--- config.mk ---
export PLATFORM = sky130hd
export DESIGN_NAME = food_spawner
export DESIGN_NICKNAME = d
export VERILOG_FILES = /design/src/rtl/food_spawner.sv
export SDC_FILE = /design/constraint.sdc
export NUM_CORES = 1
export LEC_CHECK = 0
export ABC_AREA = 1
export BUFFER_PORTS_ARGS = -buffer_cell sky130_fd_sc_hd__buf_2
export CAP_MARGIN = 5
export CORE_MARGIN = 2
export CORE_UTILIZATION = 52
export DETAILED_ROUTE_END_ITERATION = 10
export HOLD_SLACK_MARGIN = 0.06
export PLACE_DENSITY = 0.79
export SYNTH_ARGS = -nofsm -noshare
export SYNTH_HDL_FRONTEND = slang
export SYNTH_SLANG_ARGS = --single-unit
--- constraint.sdc ---
create_clock -name Clk -period 1.9 [get_ports Clk]
set_clock_uncertainty 0.1 [all_clocks]
set_input_delay 0.19 -clock Clk [delete_from_list [all_inputs] [get_ports Clk]]
set_output_delay 0.19 -clock Clk [all_outputs]
set_load 0.1 [all_outputs]
--- src/rtl/food_spawner.sv ---
// food_spawner
// Turns the free-running random X/Y coordinate streams into a legal food cell.
// Each request waits for a fresh generator sample and range-checks it against
// the grid. It then asks the snake-body occupancy logic whether the cell is
// free. Rejected candidates are retried on later samples until a free cell is
// committed or the retry budget runs out.
//
// Ports:
//   Clk, reset            system clock, asynchronous active-high reset
//   i_rnd_x, i_rnd_y      random coordinate values from the generators
//   i_spawn_req           one-cycle request for a new food position
//   i_food_clear          food eaten; drops o_food_valid
//   o_occ_qx, o_occ_qy    queried cell column/row
//   o_occ_query_valid     occupancy query pending
//   i_occ_resp_valid      occupancy response strobe
//   i_occ_hit             cell occupied (qualified by i_occ_resp_valid)
//   o_food_x, o_food_y    committed food pixel position
//   o_food_valid          o_food_x/o_food_y hold a committed position
//   o_busy                request in progress
//   o_spawn_done          one-cycle pulse on commit
//   o_spawn_fail          one-cycle pulse on retry exhaustion
module food_spawner #(
  parameter int SAMPLE_PERIOD = 10,
  parameter int CELL_SHIFT    = 4,
  parameter int GRID_W        = 40,
  parameter int GRID_H        = 30,
  parameter int MAX_TRIES     = 31
) (
  input  logic       Clk,
  input  logic       reset,
  input  logic [9:0] i_rnd_x,
  input  logic [9:0] i_rnd_y,
  input  logic       i_spawn_req,
  input  logic       i_food_clear,
  output logic [5:0] o_occ_qx,
  output logic [5:0] o_occ_qy,
  output logic       o_occ_query_valid,
  input  logic       i_occ_resp_valid,
  input  logic       i_occ_hit,
  output logic [9:0] o_food_x,
  output logic [9:0] o_food_y,
  output logic       o_food_valid,
  output logic       o_busy,
  output logic       o_spawn_done,
  output logic       o_spawn_fail
);

  localparam int              CNT_W       = (SAMPLE_PERIOD > 1) ? $clog2(SAMPLE_PERIOD) : 1;
  localparam logic [CNT_W-1:0] CNT_LAST   = CNT_W'(SAMPLE_PERIOD - 1);
  localparam logic [6:0]      GRID_W_L    = 7'(GRID_W);
  localparam logic [6:0]      GRID_H_L    = 7'(GRID_H);
  localparam logic [4:0]      MAX_TRIES_L = 5'(MAX_TRIES);

  typedef enum logic [2:0] {
    S_IDLE        = 3'd0,
    S_WAIT_SAMPLE = 3'd1,
    S_CHECK       = 3'd2,
    S_QUERY       = 3'd3,
    S_COMMIT      = 3'd4,
    S_FAIL        = 3'd5
  } state_t;

  state_t           r_state;
  logic [CNT_W-1:0] r_cnt;
  logic             r_seen_wrap;
  logic [4:0]       r_tries;
  logic [5:0]       r_cand_x;
  logic [5:0]       r_cand_y;

  logic             w_sample;
  logic [9:0]       w_rx_shift;
  logic [9:0]       w_ry_shift;
  logic [5:0]       w_cand_x;
  logic [5:0]       w_cand_y;
  logic [15:0]      w_food_x_full;
  logic [15:0]      w_food_y_full;
  logic             w_out_of_grid;
  logic [4:0]       w_tries_inc;
  state_t           w_reject_state;

  // The generators refresh on the same cadence and reset together with this
  // counter, so counter==0 only marks a fresh value once a full period has
  // elapsed (the very first counter==0 after reset is stale).
  assign w_sample = (r_cnt == '0) && r_seen_wrap;

  assign w_rx_shift = i_rnd_x >> CELL_SHIFT;
  assign w_ry_shift = i_rnd_y >> CELL_SHIFT;
  assign w_cand_x   = w_rx_shift[5:0];
  assign w_cand_y   = w_ry_shift[5:0];

  assign w_food_x_full = {10'd0, r_cand_x} << CELL_SHIFT;
  assign w_food_y_full = {10'd0, r_cand_y} << CELL_SHIFT;

  assign w_out_of_grid = ({1'b0, r_cand_x} >= GRID_W_L) || ({1'b0, r_cand_y} >= GRID_H_L);

  // A rejection either retries on the next sample or gives up once the
  // incremented count reaches the budget.
  assign w_tries_inc    = r_tries + 5'd1;
  assign w_reject_state = (w_tries_inc == MAX_TRIES_L) ? S_FAIL : S_WAIT_SAMPLE;

  // Free-running sample-phase counter with first-wrap flag.
  always_ff @(posedge Clk or posedge reset) begin
    if (reset) begin
      r_cnt       <= '0;
      r_seen_wrap <= 1'b0;
    end else if (r_cnt == CNT_LAST) begin
      r_cnt       <= '0;
      r_seen_wrap <= 1'b1;
    end else begin
      r_cnt <= r_cnt + CNT_W'(1);
    end
  end

  // Request FSM with registered query, food and status outputs.
  always_ff @(posedge Clk or posedge reset) begin
    if (reset) begin
      r_state           <= S_IDLE;
      r_tries           <= 5'd0;
      r_cand_x          <= 6'd0;
      r_cand_y          <= 6'd0;
      o_occ_qx          <= 6'd0;
      o_occ_qy          <= 6'd0;
      o_occ_query_valid <= 1'b0;
      o_food_x          <= 10'd0;
      o_food_y          <= 10'd0;
      o_food_valid      <= 1'b0;
      o_busy            <= 1'b0;
      o_spawn_done      <= 1'b0;
      o_spawn_fail      <= 1'b0;
    end else begin
      o_spawn_done <= 1'b0;
      o_spawn_fail <= 1'b0;
      // A commit below overrides this, so a clear landing on COMMIT loses.
      if (i_food_clear) begin
        o_food_valid <= 1'b0;
      end
      case (r_state)
        S_IDLE: begin
          if (i_spawn_req) begin
            r_state <= S_WAIT_SAMPLE;
            o_busy  <= 1'b1;
            r_tries <= 5'd0;
          end
        end
        S_WAIT_SAMPLE: begin
          if (w_sample) begin
            r_cand_x <= w_cand_x;
            r_cand_y <= w_cand_y;
            r_state  <= S_CHECK;
          end
        end
        S_CHECK: begin
          if (w_out_of_grid) begin
            r_tries <= w_tries_inc;
            r_state <= w_reject_state;
          end else begin
            o_occ_qx          <= r_cand_x;
            o_occ_qy          <= r_cand_y;
            o_occ_query_valid <= 1'b1;
            r_state           <= S_QUERY;
          end
        end
        S_QUERY: begin
          if (i_occ_resp_valid) begin
            o_occ_query_valid <= 1'b0;
            if (i_occ_hit) begin
              r_tries <= w_tries_inc;
              r_state <= w_reject_state;
            end else begin
              r_state <= S_COMMIT;
            end
          end
        end
        S_COMMIT: begin
          o_food_x     <= w_food_x_full[9:0];
          o_food_y     <= w_food_y_full[9:0];
          o_food_valid <= 1'b1;
          o_spawn_done <= 1'b1;
          o_busy       <= 1'b0;
          r_state      <= S_IDLE;
        end
        S_FAIL: begin
          o_spawn_fail <= 1'b1;
          o_busy       <= 1'b0;
          r_state      <= S_IDLE;
        end
        default: begin
          o_occ_query_valid <= 1'b0;
          o_busy            <= 1'b0;
          r_state           <= S_IDLE;
        end
      endcase
    end
  end

endmodule

* After elaboration in Yosys (flattened, before gate mapping)
Index checks and enable logic that the tools add are counted.
** Storage, ports and cells
- Register bits after elaboration :: 54
- Output and inout bits :: 37
** Cells by class
- $add $sub $neg :: 2
- Magnitude comparators :: 2
- Eq/ne operators :: 13
- Mux-type cells :: 22
- Bitwise operators :: 3
- Reduce and logical (&&, ||, !) cells :: 14
** Operators by type and width (count)
- $mux W5 :: 4
- $mux W3 :: 6
- $pmux W5 S3 :: 1
- $ne A2 B2 Y1 const B :: 6
- $pmux W3 S4 :: 1
- $mux W1 :: 7
- $eq A3 B2 Y1 const B :: 2
- $eq A3 B3 Y1 const B :: 2
- $ge A6 B5 Y1 const B :: 1
- $ge A6 B6 Y1 const B :: 1
- $reduce_and A2 Y1 :: 3
- $reduce_and A3 Y1 :: 2
- $add A5 B1 Y5 const B :: 1
- $eq A5 B5 Y1 const B :: 1
- $reduce_and A5 Y1 :: 1
- $add A4 B1 Y4 const B :: 1
- $eq A4 B4 Y1 const B :: 1
- $logic_not A4 Y1 :: 1
- $mux W4 :: 1
- $reduce_or A4 Y1 :: 1
- $eq A3 B1 Y1 const B :: 1
- $logic_not A3 Y1 :: 1
- $not A1 Y1 :: 3
- $pmux W1 S3 :: 1
- other kinds (6) :: 6

* Longest topological paths before layout
- Word-level depth :: 6
- Depth in mapped cells :: 9
- Mapped depth without buffers :: 9

* Least setup slack after synthesis
OpenSTA, ideal clock, no wires.
- Kind :: reg2reg
- Start point :: reg r_state[2]
- End point :: reg o_occ_qx[3]
- Library setup time :: 0.129 ns
- Arrival time :: 1.115 ns
- Slack :: 0.556 ns
- Cell stages (with the launch flop) :: 8
- Buffers on the path :: 1
- Period minus slack after synthesis :: 1.344 ns
- Cells stage by stage :: dfrtp_1 > inv_2 > nand2_4 > nor2_4 > nand3_2 > buf_2 > nand2_1 > o21ai_0
** On the way
- Cells in the longest elaborated chain, start to end :: 2
** RTL lines
- start: declaration :: RTL line 63 : state_t r_state;
- start signal: assignment :: RTL line 155 : r_state <= w_reject_state;
- start signal: assignment :: RTL line 168 : r_state <= w_reject_state;
- $eq A3 B2 Y1 :: RTL line 137 : case (r_state)
- $reduce_and A2 Y1 (no source line)
- end signal: assignment :: RTL line 157 : o_occ_qx <= r_cand_x;
- end: declaration :: RTL line 35 : output logic [5:0] o_occ_qx,
No other way between the ends.
A chain may end at the register's enable or synchronous reset.

* Final worst setup path
- Start point :: reg r_state[1]
- End point :: reg r_cand_x[1]
** On the way
- Cells in the longest elaborated chain, start to end :: 2
** RTL lines
- $eq A3 B1 Y1 :: RTL line 137
- $reduce_and A2 Y1 (no source line)
- end signal: assignment :: RTL line 147 : r_cand_x <= w_cand_x;
- end: declaration :: RTL line 67 : logic [5:0] r_cand_x;
No other way between the ends.

==> out/metrics.yaml <==
worst_setup_path:
  r2r-end: "r_cand_x[1]"
  startpoint_type: "register"
  ff2ff_path_depth: 6
  rrSetupSlack_ns: 0.28
  crit_type: "reg2reg"
  path_buf_inv: 1
  cp_top_family: "simple AND/OR/NAND/NOR gates"
  path_cells: "inv_1 > nand2_2 > nor2_4 > nand4_4 > nor2_1 > a21oi_1"
  worstPathArrival_ns: 1.70
  critPathMaxFanout: 24
  slowest_delay_ns: 0.46
  crit_required_ns: 1.98
  cp-end-kind: "register"
  crit_path_top_delay_cell: "dfrtp_1"
  rr_startpoint: "r_state[1]"
sta:
  fin_crit_sh_pct: 85.3
  fmax_ghz: 0.617
  layout_setup_ws_ns: 0.279
  hold_viol: 0
  finalSetupViolCount: 0
  slew_violations: 0
  tns_ns: 0
  rsz0062_at_grt: "false"
  min_period_ns: 1.62
route:
  finalWirelength_um: 4440
  vias: 1868
  postRouteAntennaNets: 0
  wire_per_inst_um: 11.5
  routed_via_density: 4.83
  dr.pass1.iters: 5
  drc: 0
  dr.first_iter.drc_count: 98
min_path:
  hp-class: "in2reg"
  min-delay-start: "i_rnd_y[7]"
  holdPathEnd: "r_cand_y[3]"
  hold_path_depth: 3
clock_tree:
  htreeDepth: 2
  holdBufCountCts: 14
  clock_latency_ns: 0.31
  ctsResizeCount: 0
  cts_sinks: 54
  path_clk_slew_ns: 0.10
  tritoncts: "done"
  post_cts_buffers: 0
  clock_path_buffers: 2
  cts_buffers: 5
  cts.root.buffer_cell: "clkbuf_8"
placement:
  pre_cts_slack_ns: 0.287
  dpl_cell_area_um2: 2670
  place.gp.congestion: 0.891
  dp_hpwl_um: 3210
  portBuffers: 46
yosys:
  synth-seq-cells: 54
  syn-cell-area_um2: 2400
  yosys_warnings: 0
  synth-async-reset-ratio_pct: 100
  yosysSeqAreaShare_pct: 56.2
  avgSynthCellArea_um2: 8.90
  synthTopCellsByArea: "dfrtp_1 56%, nand2_1 10%, inv_1 5.5%"
  synthFlopType: "dfrtp_1"
  synthDistinctLibCells: 25
  synth_top_cell_by_area: "dfrtp_1"
  synth.top_cell.area_share_pct: 56.2
  synth_edf_count: 0
  synth_cells: 270
pwr:
  vdd_drop_max_mv: 1.31
  p_seq_share_pct: 32.9
  p_comb_share_pct: 49.4
  switching_power_mw: 2.71
  p_sw_share_pct: 51.7
  clkPwrFrac_pct: 17.7
  powerDensity_nw_per_um2: 1780
  internal-power_mw: 2.54
  p_leak_nw: 1.60
final_layout:
  num_antenna_cells: 0
  multi_input_area_um2: 833
  fin_nets: 362
  syn2layout_area_growth_pct: 22.6
  ff_latch_area_um2: 1350
  fin_area_um2: 2950
  fill_cells: 350
  drive_gt1_share_pct: 22.4
floorplanning:
  num_rows: 24
  coreArea_um2: 4410
  ioPinCount: 63
  die_w_um: 72.0
  die-area_um2: 5180
  start_util_pct: 54.5
  die_h_um: 72.0
grt:
  grt_max_degree: 36
  overflow: 0
  grt_pass1_vias: 1824
  grt_pass1_wl_um: 7910
  antenna_found_initial: 0
  grt_use_total_pct: 19.3
run:
  drv_cap: 0
run_status:
  status: "finished clean"
cells in the mapped netlist (3+ instances only):
cell     number
buf_4         9
buf_2         3
a21oi_2       3
inv_1        35
nand3_1      11
nor2_1       27
nand2_1      66
a21oi_1      13
dfrtp_1      54
o21ai_0      24
nor2_4        4
nand4_1       3
worst max-delay path by stage:
stage,startpoint,end,slack [ns],cells after the start
5_1_grt,r_state[1],r_cand_x[4],0.13,6
2_1_floorplan,reset,o_busy,0.30,1
4_1_cts,r_state[1],r_cand_y[3],0.27,6
3_5_place_dp,r_state[1],r_cand_y[3],0.29,6
3_3_place_gp,r_state[2],o_occ_qx[3],0.35,7
6_report,r_state[1],r_cand_x[1],0.28,6
routing by layer:
layer  global-route usage, %  routed length, um
met4                    6.29                 29
met1                    26.8               2130
met3                    4.03                226
met5                       0                  0
met2                    30.9               2060
power groups by stage:
stage	combinational, mW	clock, mW	sequential [mW]
after global placement	2.55	0	1.74
after floorplan	0.812	0	3.09
final	2.59	0.932	1.73
after global routing	2.78	0.985	1.78
after detailed placement	2.59	0	1.75
after CTS	2.62	0.941	1.73
state kept, by name, indices dropped and copies added, names as in the netlist, 3 cells and up:
| name | flops |
|---|---|
| r_cand_y | 6 |
| r_cnt | 4 |
| o_food_y | 6 |
| r_state | 3 |
| o_food_x | 6 |
| r_tries | 5 |
| o_occ_qx | 6 |
| r_cand_x | 6 |
| o_occ_qy | 6 |
area by class of cell:
cell class	count	share of cell area [%]
timing repair buffer	65	14.3
sequential	54	45.8
clock buffer	6	2.80
tap	52	2.21
clock inverter	2	2.04
inverter	36	4.58
multi-input combinational	172	28.3
tightest hold or removal path, stage by stage:
cell	delay (ns)
buf_2	0.07
nor2_1	0.04
a21oi_1	0.11
cell families (layout without fill, tap and decap cells):
| logic type | after synthesis | in the layout | share of synthesized area, % |
|---|---|---|---|
| AND/OR/NAND/NOR | 118 | 118 | 22.4 |
| flip-flops | 54 | 54 | 56.2 |
| AO/OA/AOI/OAI | 43 | 43 | 9.58 |
| buffers and inverters | 51 | 109 | 10.2 |
| adder cells (fa/ha/maj) | 2 | 2 | 1.04 |
| XOR/XNOR | 1 | 1 | 0.364 |
| other | 1 | 8 | 0.156 |
cells in the final DEF (no fill, tap or decap), drive strengths merged:
master       netlist  layout
nand2             69      69
dfrtp             54      54
buf               14      51
inv               36      36
nor2              31      31
o21ai             26      26
a21oi             16      16
dlygate4sd3        0      14
nand3             13      13
conb               1       8
clkbuf             1       6
nand4              4       4
ha                 2       2
bufinv             0       2
a311oi             1       1
xor2               1       1
or2                1       1
stage by stage:
stage / cells / hold slack, ns / util, % / power (mW)
6_report: 387 / 0.0466 / 66.8 / 5.25
3_5_place_dp: 365 / 0.127 / 60.4 / 4.34
5_1_grt: 387 / 0.0833 / 66.8 / 5.54
3_3_place_gp: 365 / 0.115 / 60.4 / 4.29
4_1_cts: 387 / 0.0692 / 66.8 / 5.29
2_1_floorplan: 277 / 0.199 / - / 3.91
(Power assumes the default switching activity.)
